===== src/rtl/pe_acc_cswitch_if.sv =====
// Adder-side, control and drain-chain signals of one PE accumulator stage.
// The master modport drives the stage inputs; the slave modport is the stage itself.
interface pe_acc_cswitch_if #(
    parameter int OC_W = 16
);
    logic            i_en;
    logic            i_acc_valid;
    logic [OC_W-1:0] i_sum;
    logic            i_cswitch;
    logic            i_shift;
    logic [OC_W-1:0] i_chain;
    logic [OC_W-1:0] o_c;
    logic [OC_W-1:0] o_chain;
    logic            o_busy;
    logic            o_err;

    modport master (
        output i_en, i_acc_valid, i_sum, i_cswitch, i_shift, i_chain,
        input  o_c, o_chain, o_busy, o_err
    );

    modport slave (
        input  i_en, i_acc_valid, i_sum, i_cswitch, i_shift, i_chain,
        output o_c, o_chain, o_busy, o_err
    );
endinterface


===== src/rtl/pe_acc_cswitch.sv =====
// Output-stationary PE accumulator with a context-switch shadow register
// that forms one stage of a per-column result drain chain.
module pe_acc_cswitch #(
    parameter int OC_W      = 16,
    parameter int CHAIN_LEN = 8
) (
    input  logic                 i_clk,
    input  logic                 i_rst,
    pe_acc_cswitch_if.slave      bus
);
    localparam int CW = $clog2(CHAIN_LEN + 1);

    typedef enum logic {
        IDLE,
        DRAIN
    } state_t;

    logic [OC_W-1:0] acc, acc_d;
    logic [OC_W-1:0] shadow, shadow_d;
    logic [CW-1:0]   cnt, cnt_d;
    logic            err, err_d;
    logic            mac;
    state_t          state;

    // The drain counter is the state register; the enum is its decoded view.
    always_ff @(posedge i_clk) begin
        if (i_rst) begin
            acc    <= '0;
            shadow <= '0;
            cnt    <= '0;
            err    <= 1'b0;
        end else begin
            acc    <= acc_d;
            shadow <= shadow_d;
            cnt    <= cnt_d;
            err    <= err_d;
        end
    end

    always_comb begin
        state    = (cnt != '0) ? DRAIN : IDLE;
        mac      = bus.i_en & bus.i_acc_valid;
        acc_d    = acc;
        shadow_d = shadow;
        cnt_d    = cnt;
        err_d    = err;

        if (bus.i_cswitch) begin
            // A MAC landing in the switch cycle belongs to the finished tile.
            acc_d    = '0;
            shadow_d = mac ? bus.i_sum : acc;
            cnt_d    = CW'(CHAIN_LEN);
            if (state == DRAIN) begin
                err_d = 1'b1;
            end
        end else begin
            if (mac) begin
                acc_d = bus.i_sum;
            end
            if (bus.i_shift) begin
                shadow_d = bus.i_chain;
                if (state == DRAIN) begin
                    cnt_d = cnt - 1'b1;
                end
            end
        end
    end

    assign bus.o_c     = acc;
    assign bus.o_chain = shadow;
    assign bus.o_busy  = (cnt != '0);
    assign bus.o_err   = err;
endmodule


===== src/flat_wrapper.sv =====
// flat-port wrapper written by rule: the top's interface ports become plain ports
module pe_acc_cswitch_flat 
#(
    parameter int OC_W      = 16,
    parameter int CHAIN_LEN = 8
)
  (i_clk, i_rst, bus_i_en, bus_i_acc_valid, bus_i_sum, bus_i_cswitch, bus_i_shift, bus_i_chain, bus_o_c, bus_o_chain, bus_o_busy, bus_o_err);
  pe_acc_cswitch_if #(.OC_W(OC_W)) bus_i ();
  input  logic i_clk;
  input  logic i_rst;
  input wire logic [$bits(bus_i.i_en)-1:0] bus_i_en;
  input wire logic [$bits(bus_i.i_acc_valid)-1:0] bus_i_acc_valid;
  input wire logic [$bits(bus_i.i_sum)-1:0] bus_i_sum;
  input wire logic [$bits(bus_i.i_cswitch)-1:0] bus_i_cswitch;
  input wire logic [$bits(bus_i.i_shift)-1:0] bus_i_shift;
  input wire logic [$bits(bus_i.i_chain)-1:0] bus_i_chain;
  output wire logic [$bits(bus_i.o_c)-1:0] bus_o_c;
  output wire logic [$bits(bus_i.o_chain)-1:0] bus_o_chain;
  output wire logic [$bits(bus_i.o_busy)-1:0] bus_o_busy;
  output wire logic [$bits(bus_i.o_err)-1:0] bus_o_err;
  assign bus_i.i_en = bus_i_en;
  assign bus_i.i_acc_valid = bus_i_acc_valid;
  assign bus_i.i_sum = bus_i_sum;
  assign bus_i.i_cswitch = bus_i_cswitch;
  assign bus_i.i_shift = bus_i_shift;
  assign bus_i.i_chain = bus_i_chain;
  assign bus_o_c = bus_i.o_c;
  assign bus_o_chain = bus_i.o_chain;
  assign bus_o_busy = bus_i.o_busy;
  assign bus_o_err = bus_i.o_err;
  pe_acc_cswitch #(.OC_W(OC_W), .CHAIN_LEN(CHAIN_LEN)) u_core (.i_clk(i_clk), .i_rst(i_rst), .bus(bus_i));
endmodule

===== config.mk =====
export PLATFORM = sky130hd
export DESIGN_NAME = pe_acc_cswitch_flat
export DESIGN_NICKNAME = d
export VERILOG_FILES = /design/src/rtl/pe_acc_cswitch_if.sv /design/src/rtl/pe_acc_cswitch.sv /design/src/flat_wrapper.sv
export SDC_FILE = /design/constraint.sdc
export NUM_CORES = 1
export LEC_CHECK = 0
export ABC_CLOCK_PERIOD_IN_PS = 1300
export BUFFER_PORTS_ARGS = -buffer_cell sky130_fd_sc_hd__buf_2
export CORE_AREA = 10 10 68 81
export CTS_CLUSTER_DIAMETER = 100
export DETAILED_ROUTE_END_ITERATION = 6
export DIE_AREA = 0 0 78 91
export HOLD_SLACK_MARGIN = 0.05
export PLACE_DENSITY_LB_ADDON = 0.05
export SYNTH_ARGS = -nofsm -noshare
export SYNTH_HDL_FRONTEND = slang
export SYNTH_SLANG_ARGS = --single-unit

===== constraint.sdc =====
create_clock -name i_clk -period 1.3 [get_ports i_clk]
set_clock_uncertainty 0.05 [all_clocks]
set_input_delay 0.065 -clock i_clk [delete_from_list [all_inputs] [get_ports i_clk]]
set_output_delay 0.065 -clock i_clk [all_outputs]
set_load 0.01 [all_outputs]

After elaboration in Yosys (flattened, before gate mapping) --
Index checks and enable logic that the tools add are counted.
Storage, ports and cells: bits in registers 37, input port bits 38, word-level logic and storage cells 21, output and inout bits 34
Operators by class: bitwise logic cells 1, $add $sub $neg 1, multiplexer cells 7, reduce and logical (&&, ||, !) cells 7
Operators with widths (count):
- $mux W16 | 3
- $mux W4 | 3
- $reduce_and A2 Y1 | 3
- $reduce_bool A2 Y1 | 2
- $reduce_bool A4 Y1 | 1
- $sub A4 B1 Y4 const B | 1
- $reduce_or A2 Y1 | 1
- $and A1 B1 Y1 | 1
- $mux W1 | 1

Logic depth before layout (Yosys ltp) --
Gate-level depths: netlist of run 1.
depth after elaboration 5, mapped depth 6, depth with buffers taken out 5

Worst setup path after synthesis of run 1 --
Ideal clock, no wire load.
kind register to register, start point reg u_core.cnt[0], end point reg u_core.cnt[0], data required time 1.192 ns, period minus slack after synthesis 1.466 ns, path slack -0.166 ns, stages on the path, launching flop included 7, setup time 0.058 ns, path buffers 1, arrival time 1.358 ns, path through dfxtp_1 > inv_1 > ha_1 > or3b_1 > buf_6 > a211oi_2 > a31o_1
On the way: word-level cells in the longest chain between the ends 3, elaborated cells between the ends (all ways) 4, those cells by class 1 x add/sub; 1 x mux; 2 x reduce/logical
RTL lines:
- start: declaration | line pe_acc_cswitch.sv:20 | logic [CW-1:0] cnt, cnt_d;
- start signal: assignment | line pe_acc_cswitch.sv:35 | cnt <= cnt_d;
- $reduce_bool A4 Y1
- via bus_o_busy | line flat_wrapper.sv:19 | output wire logic [$bits(bus_i.o_busy)-1:0] bus_o_busy;
- $mux W1 | line pe_acc_cswitch.sv:41 | state = (cnt != '0) ? DRAIN : IDLE;
- $reduce_and A2 Y1 (no line)
The timed path passes the listed nets, and every way through them passes these cells. A chain may end at the register's enable or synchronous reset.

Worst setup path after layout of run 1 --
start point reg u_core.cnt[0], end point reg u_core.cnt[0]
On the way: word-level cells in the longest chain between the ends 3, elaborated cells between the ends (all ways) 4, those cells by class 1 x add/sub; 1 x mux; 2 x reduce/logical
RTL lines:
- branches (longest 3 deep; another with $sub A4 B1 Y4)
Parallel ways; which one is timed is not known.

==> metrics.txt, run 1 <==
outcome finished, violations left; failing checks setup timing; RR Endpoint u_core.cnt[0]; Worst Hold Depth 3; FF+latch count, synth 37; GRT Total Usage 0.131; Area Growth Syn to Fin 46.5%; WS Path Type reg2reg; Ant. Diodes 0; chip width just under 80 µm; number of port buffers between 70 and 80; Compound-Gate Fraction of Synth Area 0.183; Post-DP Area 0.00199 mm²; xor/xnor share of the synthesized area 0; final wirelength roughly 4600 µm; CP max stage delay approximately 390 ps; Detailed Place HPWL 3320 µm; DRC 0; CTS sink count 37; CP endpoint kind flip-flop; Fmax ~690 MHz; Clock Path Buffers 2; Starting Density 0.397; clock-pin transition on the worst setup and hold timing paths about 70 ps; largest net degree at the start of global routing 36; num ports 72; slew margin rel. 0.755; CP max FO 3; final instance area around 0.0023 mm²; RSZ-0062 raised after global routing yes; Syn Nets between 150 and 200; Core Footprint 0.00391 mm²; Tightest Pin Transition approximately 370 ps; Die Y roughly 91 µm; largest family of logic cells by synthesized area compound AO/OA/AOI/OAI gates; Max-Cap Viols 0; Hold Crit Start bus_i_chain[12]; cells after synthesis between 150 and 200; DR iter-0 viols 37; Hold Path End u_core.bus.o_chain[12]; post-detailed-route count of antenna-violating nets 0; Seq/Total Area, Yosys 0.477; DR WL/cell roughly 15 µm; vias in the first global route about 1600; first-pass GRT wire length 7600 µm; CP startpoint kind flip-flop; H-tree Lvls 2; FF-to-FF setup slack -150 ps; Ys Warns 0; RR Startpoint u_core.cnt[0]; share of cells above drive strength 1 0.423; Fin Hold WS between 100 and 150 ps; Setup TNS -519 ps; CP Cell Sequence inv_2 -> ha_4 -> or3b_4 -> buf_4 -> a211oi_2 -> a31o_1; final hold vios 0; pre-CTS setup slack -77.7 ps; Clock Latency Late Sink between 200 and 300 ps; reg2reg path depth 6; maximum vdd drop around 0.53 mV; NumNets Final between 200 and 300; Min-Delay Path Class in2reg; Avg Synthesized Cell Area 10.1 µm²; Row Count 25; Pre-Repair DR Iteration Count 4; Root Buffer clkbuf_8; fin. max-slew vios 0; min cycle time layout around 1400 ps; Vias/cell approximately 4.8; CTS buffer count 5; Total Die Area approximately 0.007 mm²; initial antenna violation count 0; Design Power 2.47 mW; setup ws final -145 ps; area of the mapped netlist 0.00155 mm²; Power Dens Cells ~1100 mW/mm²; mux share of post-synthesis cell area 0.103; CTS tree yes; final setup vio count 4; post-synth cell types 23; vias after detailed routing roughly 1400; GR Overflow Total 0; Post-Synth Adder-Cell Area 0.00805; final period utilization 1.11; CP max stage cell or3b_4; Pleak between 1 and 1.5 nW; Placer Congestion between 0.7 and 0.8; Crit path required time ~1500 ps; fraction of the mapped netlist area in simple logic gates 0.156; CP Data Arrival Time between 1500 and 2000 ps
how the worst max path moves through the flow:
stage / startpoint / to / depth (start not counted)
after global routing: u_core.cnt[0] / u_core.cnt[0] / 6
after CTS: u_core.cnt[0] / bus_o_busy / 4
final: u_core.cnt[0] / u_core.cnt[0] / 6
after floorplan: u_core.cnt[0] / u_core.cnt[0] / 6
after global placement: u_core.cnt[1] / u_core.cnt[0] / 5
after detailed placement: u_core.cnt[0] / u_core.cnt[0] / 5
placed cells by master, fill, tap and decap left out, drive strengths merged:
cell         Yosys  routed
buf              9      83
dfxtp           37      37
a211oi          34      34
nor2            20      20
mux2i           16      16
nor2b           16      16
dlygate4sd3      0      16
clkbuf           5       7
a21oi            3       3
nand2            3       3
inv              2       2
nor3             2       2
or3b             1       1
or2              1       1
nor4b            1       1
nand4b           1       1
and3             1       1
a31o             1       1
ha               1       1
layout make-up:
| class | instances | area [µm²] |
|---|---|---|
| Fill cell | 378 | 1630 |
| Sequential cell | 37 | 743 |
| Multi-Input combinational cell | 101 | 736 |
| Timing Repair Buffer | 99 | 637 |
| Clock buffer | 7 | 86.3 |
| Tap cell | 54 | 67.6 |
| Inverter | 2 | 7.51 |
cell usage after synthesis:
cell type	n	area, µm²
a211oi_1	33	248
a211oi_2	1	12.5
a21oi_1	3	15.0
a31o_1	1	8.76
and3_1	1	6.26
buf_2	1	5.00
buf_4	2	15.0
buf_6	6	67.6
clkbuf_1	5	18.8
dfxtp_1	37	741
ha_1	1	12.5
inv_1	2	7.51
mux2i_1	16	160
nand2_1	2	7.51
nand2_2	1	6.26
nand4b_1	1	8.76
nor2_1	20	75.1
nor2b_1	16	100
nor3_1	1	5.00
nor3_2	1	10.0
nor4b_1	1	8.76
or2_2	1	6.26
or3b_1	1	8.76
cell families (layout without fill, tap and decap cells):
logic type / after synthesis / in the layout
adders and majority gates: 1 / 1
DFF: 37 / 37
muxes: 16 / 16
and+or+nand+nor: 46 / 46
AOI/OAI and AO/OA: 38 / 38
buffers and inverters: 16 / 108
flip-flops by register name (all words and copies together) (netlist names):
name and count:
u_core.bus.o_chain 16, u_core.cnt 4, u_core.bus.o_err 1, u_core.bus.o_c 16
what timing repair did:
item                       CTS  global route
hold endpoints to repair    16             0
hold buffers                16             0
setup endpoints to repair    5             5
resized for setup            3             2
pin swaps                    0             1
setup buffers                2             1
worst max-delay path: cells and delay by family (launching register included):
kind                     cells  cell delay, ps
AND/OR/NAND/NOR              1             390
adder cells (fa/ha/maj)      1             120
buffers and inverters        2             220
AO/OA/AOI/OAI                2             280
flip-flops                   1             320
stage by stage:
stage / util / instances
2_1_floorplan: - / 154
3_3_place_gp: 0.508 / 274
3_5_place_dp: 0.508 / 274
4_1_cts: 0.579 / 299
5_1_grt: 0.582 / 300
6_report: 0.582 / 300
report_power, final:
part	switching [mW]	internal (mW)	total [mW]	leakage, nW
clock	0.367	0.420	0.787	0.0443
sequential	0.0277	1.19	1.22	0.304
combinational	0.221	0.244	0.465	0.732
routing by layer:
layer  wire length [µm]  GRT usage  vias to the layer above
met2               2300      0.224                       44
li1                   -          -                      729
met3                328     0.0523                        6
met4                 48     0.0404                        0
met5                  0          0                        -
met1               1880      0.145                      654
Power figures use the tool's default switching activity.
==> run 2: changes to the inputs <==
--- a/config.mk
+++ b/config.mk
@@ -5,7 +5,7 @@
 export SDC_FILE = /design/constraint.sdc
 export NUM_CORES = 1
 export LEC_CHECK = 0
-export ABC_CLOCK_PERIOD_IN_PS = 1300
+export ABC_CLOCK_PERIOD_IN_PS = 1200
 export BUFFER_PORTS_ARGS = -buffer_cell sky130_fd_sc_hd__buf_2
 export CORE_AREA = 10 10 68 81
 export CTS_CLUSTER_DIAMETER = 100
==> constraint.sdc (replaced) <==
create_clock -name i_clk -period 1.2 [get_ports i_clk]
set_clock_uncertainty 0.05 [all_clocks]
set_input_delay 0.06 -clock i_clk [delete_from_list [all_inputs] [get_ports i_clk]]
set_output_delay 0.06 -clock i_clk [all_outputs]
set_load 0.01 [all_outputs]
==> run 2 against run 1 <==
- the run still ends with setup timing left
- worst hold slack worse by 7.7 ps
- non-clock buffer count up 5
- sequential power up 8%
- global-route usage is 0.36 points lower
- critical path depth unchanged
- largest cell class is now multi-input combinational cells
==> metrics.txt, run 2 (synthesis results as in run 1) <==
fillers 356; Total Die Area about 0.0071 mm²; DRC 0; GR Overflow Total 0; Placed Cells incl. Taps approximately 280; most frequent cells in the layout buf_2, dfxtp_1, a211oi_1; Max-Cap Viols 0; Gate power share 0.192; Die Y 91 µm; Pre-Repair DR Iteration Count 4; DR WL/cell 14.7 µm; min cycle time layout around 1500 ps; final setup vio count 4; CTS buffer count 5; CP max stage delay roughly 400 ps; Detailed Place HPWL roughly 3400 µm; Clock Latency Late Sink roughly 280 ps; DR iter-0 viols between 80 and 90; CP Cell Sequence inv_2 -> ha_4 -> or3b_4 -> buf_12 -> a211oi_2 -> a31o_1; crit path buf inv count 2; Placer Congestion between 0.7 and 0.8; sw frac 0.249; Hold Crit Start i_rst; WS Path Type reg2reg; commonest non-fill, non-tap cell in the layout buf_2; fin. max-slew vios 0; final period utilization 1.22; NumNets Final 290; setup ws final -267 ps; P_int approximately 2.1 mW; FF-to-FF setup slack -270 ps; vias in the first global route between 1500 and 2000; maximum vdd drop between 0.8 and 0.9 mV; Tightest Pin Transition roughly 250 ps; Finished Core Util 0.603; Vias/cell roughly 4.7; final instance area 0.00236 mm²; RR Startpoint u_core.cnt[0]; RSZ-0062 raised after global routing yes; final wirelength 4510 µm; Fmax 682 MHz; share of cells above drive strength 1 0.448; Setup TNS -891 ps; Post-DP Area approximately 0.002 mm²; number of port buffers 71; Min-Delay Path Class in2reg; vias after detailed routing 1442; slew margin rel. 0.835; Power Dens Cells 1180 mW/mm²; Starting Density 0.397; Crit path required time roughly 1400 ps; CP startpoint kind flip-flop; Pleak around 1.1 nW; clock-pin transition on the worst setup and hold timing paths about 70 ps; Ant. Diodes 0; H-tree Lvls 2; post-detailed-route count of antenna-violating nets 0; Root Buffer clkbuf_8; CTS tree yes; CTS sink count 37; CP max stage cell or3b_4; final hold vios 0; Flop pwr share 0.472; Top delay family on crit path simple AND/OR/NAND/NOR gates; pre-CTS setup slack -246 ps; CP Data Arrival Time about 1600 ps; Worst Hold Depth 3; initial antenna violation count 0; Clock Path Buffers 2; Area Growth Syn to Fin 51.7%; largest net degree at the start of global routing 27; num ports 72; Row Count 25; P_sw roughly 0.70 mW; Clock power frac 0.336; RR Endpoint u_core.cnt[0]; reg2reg path depth 6; CP max FO 5; chip width 78 µm; Final Instance Count excl. Fillers around 310; Core Footprint a little under 0.004 mm²; CP endpoint kind flip-flop; GRT Total Usage 0.127; Hold Path End u_core.cnt[2]; first-pass GRT wire length roughly 7400 µm; outcome finished, violations left; failing checks setup timing
[run 2: what timing repair did]
action / CTS / global route
endpoints found under the hold margin: 16 / 0
pin swaps: 1 / 3
buffers inserted: 3 / 2
gates cloned: 0 / 0
hold buffers: 16 / 0
setup endpoints to repair: 5 / 5
resized for setup: 3 / 5
[run 2: worst reg2reg max path, stage by stage, from the launching register on]
cell and delay, ps:
dfxtp_2 330, inv_2 70, ha_4 120, or3b_4 400
buf_12 150, a211oi_2 190, a31o_1 120
[run 2: cell type report]
| type | count | area [µm²] | share of cell area |
|---|---|---|---|
| inverter | 2 | 7.51 | 0.00318 |
| timing repair buffer | 104 | 687 | 0.291 |
| sequential | 37 | 744 | 0.316 |
| multi-input combinational | 101 | 749 | 0.318 |
| clock buffer | 7 | 96.3 | 0.0409 |
| tap | 54 | 67.6 | 0.0287 |
| clock inverter | 1 | 5.00 | 0.00212 |
[run 2: power by group through the flow]
stage               combinational, mW  clock (mW)  sequential, mW
floorplan                       0.239           0            1.37
finish                          0.536       0.939            1.32
global route                    0.587        1.02            1.32
CTS                             0.522       0.966            1.32
global placement                0.429           0            1.34
detailed placement              0.441           0            1.34
[run 2: worst max-delay path by stage]
| stage | start | to | slack (ps) | cells past startpoint |
|---|---|---|---|---|
| floorplan | u_core.cnt[0] | u_core.cnt[0] | -170 | 6 |
| global placement | u_core.cnt[1] | u_core.cnt[0] | -170 | 5 |
| detailed placement | u_core.cnt[0] | u_core.cnt[0] | -250 | 5 |
| CTS | u_core.cnt[0] | bus_o_busy | -260 | 4 |
| global route | u_core.cnt[0] | u_core.cnt[0] | -310 | 6 |
| finish | u_core.cnt[0] | u_core.cnt[0] | -270 | 6 |
[run 2: metrics by stage]
step	power, mW	hold slack (ps)
6_report	2.79	94.1
5_1_grt	2.93	107
4_1_cts	2.80	86.5
3_5_place_dp	1.78	278
3_3_place_gp	1.77	274
2_1_floorplan	1.61	174
[run 2: per-layer routing]
layer / global-route usage / vias up / routed length (µm)
met5: 0 / - / 0
met4: 0.0359 / 0 / 31
li1: - / 742 / -
met1: 0.140 / 653 / 1870
met3: 0.0562 / 4 / 327
met2: 0.217 / 43 / 2280
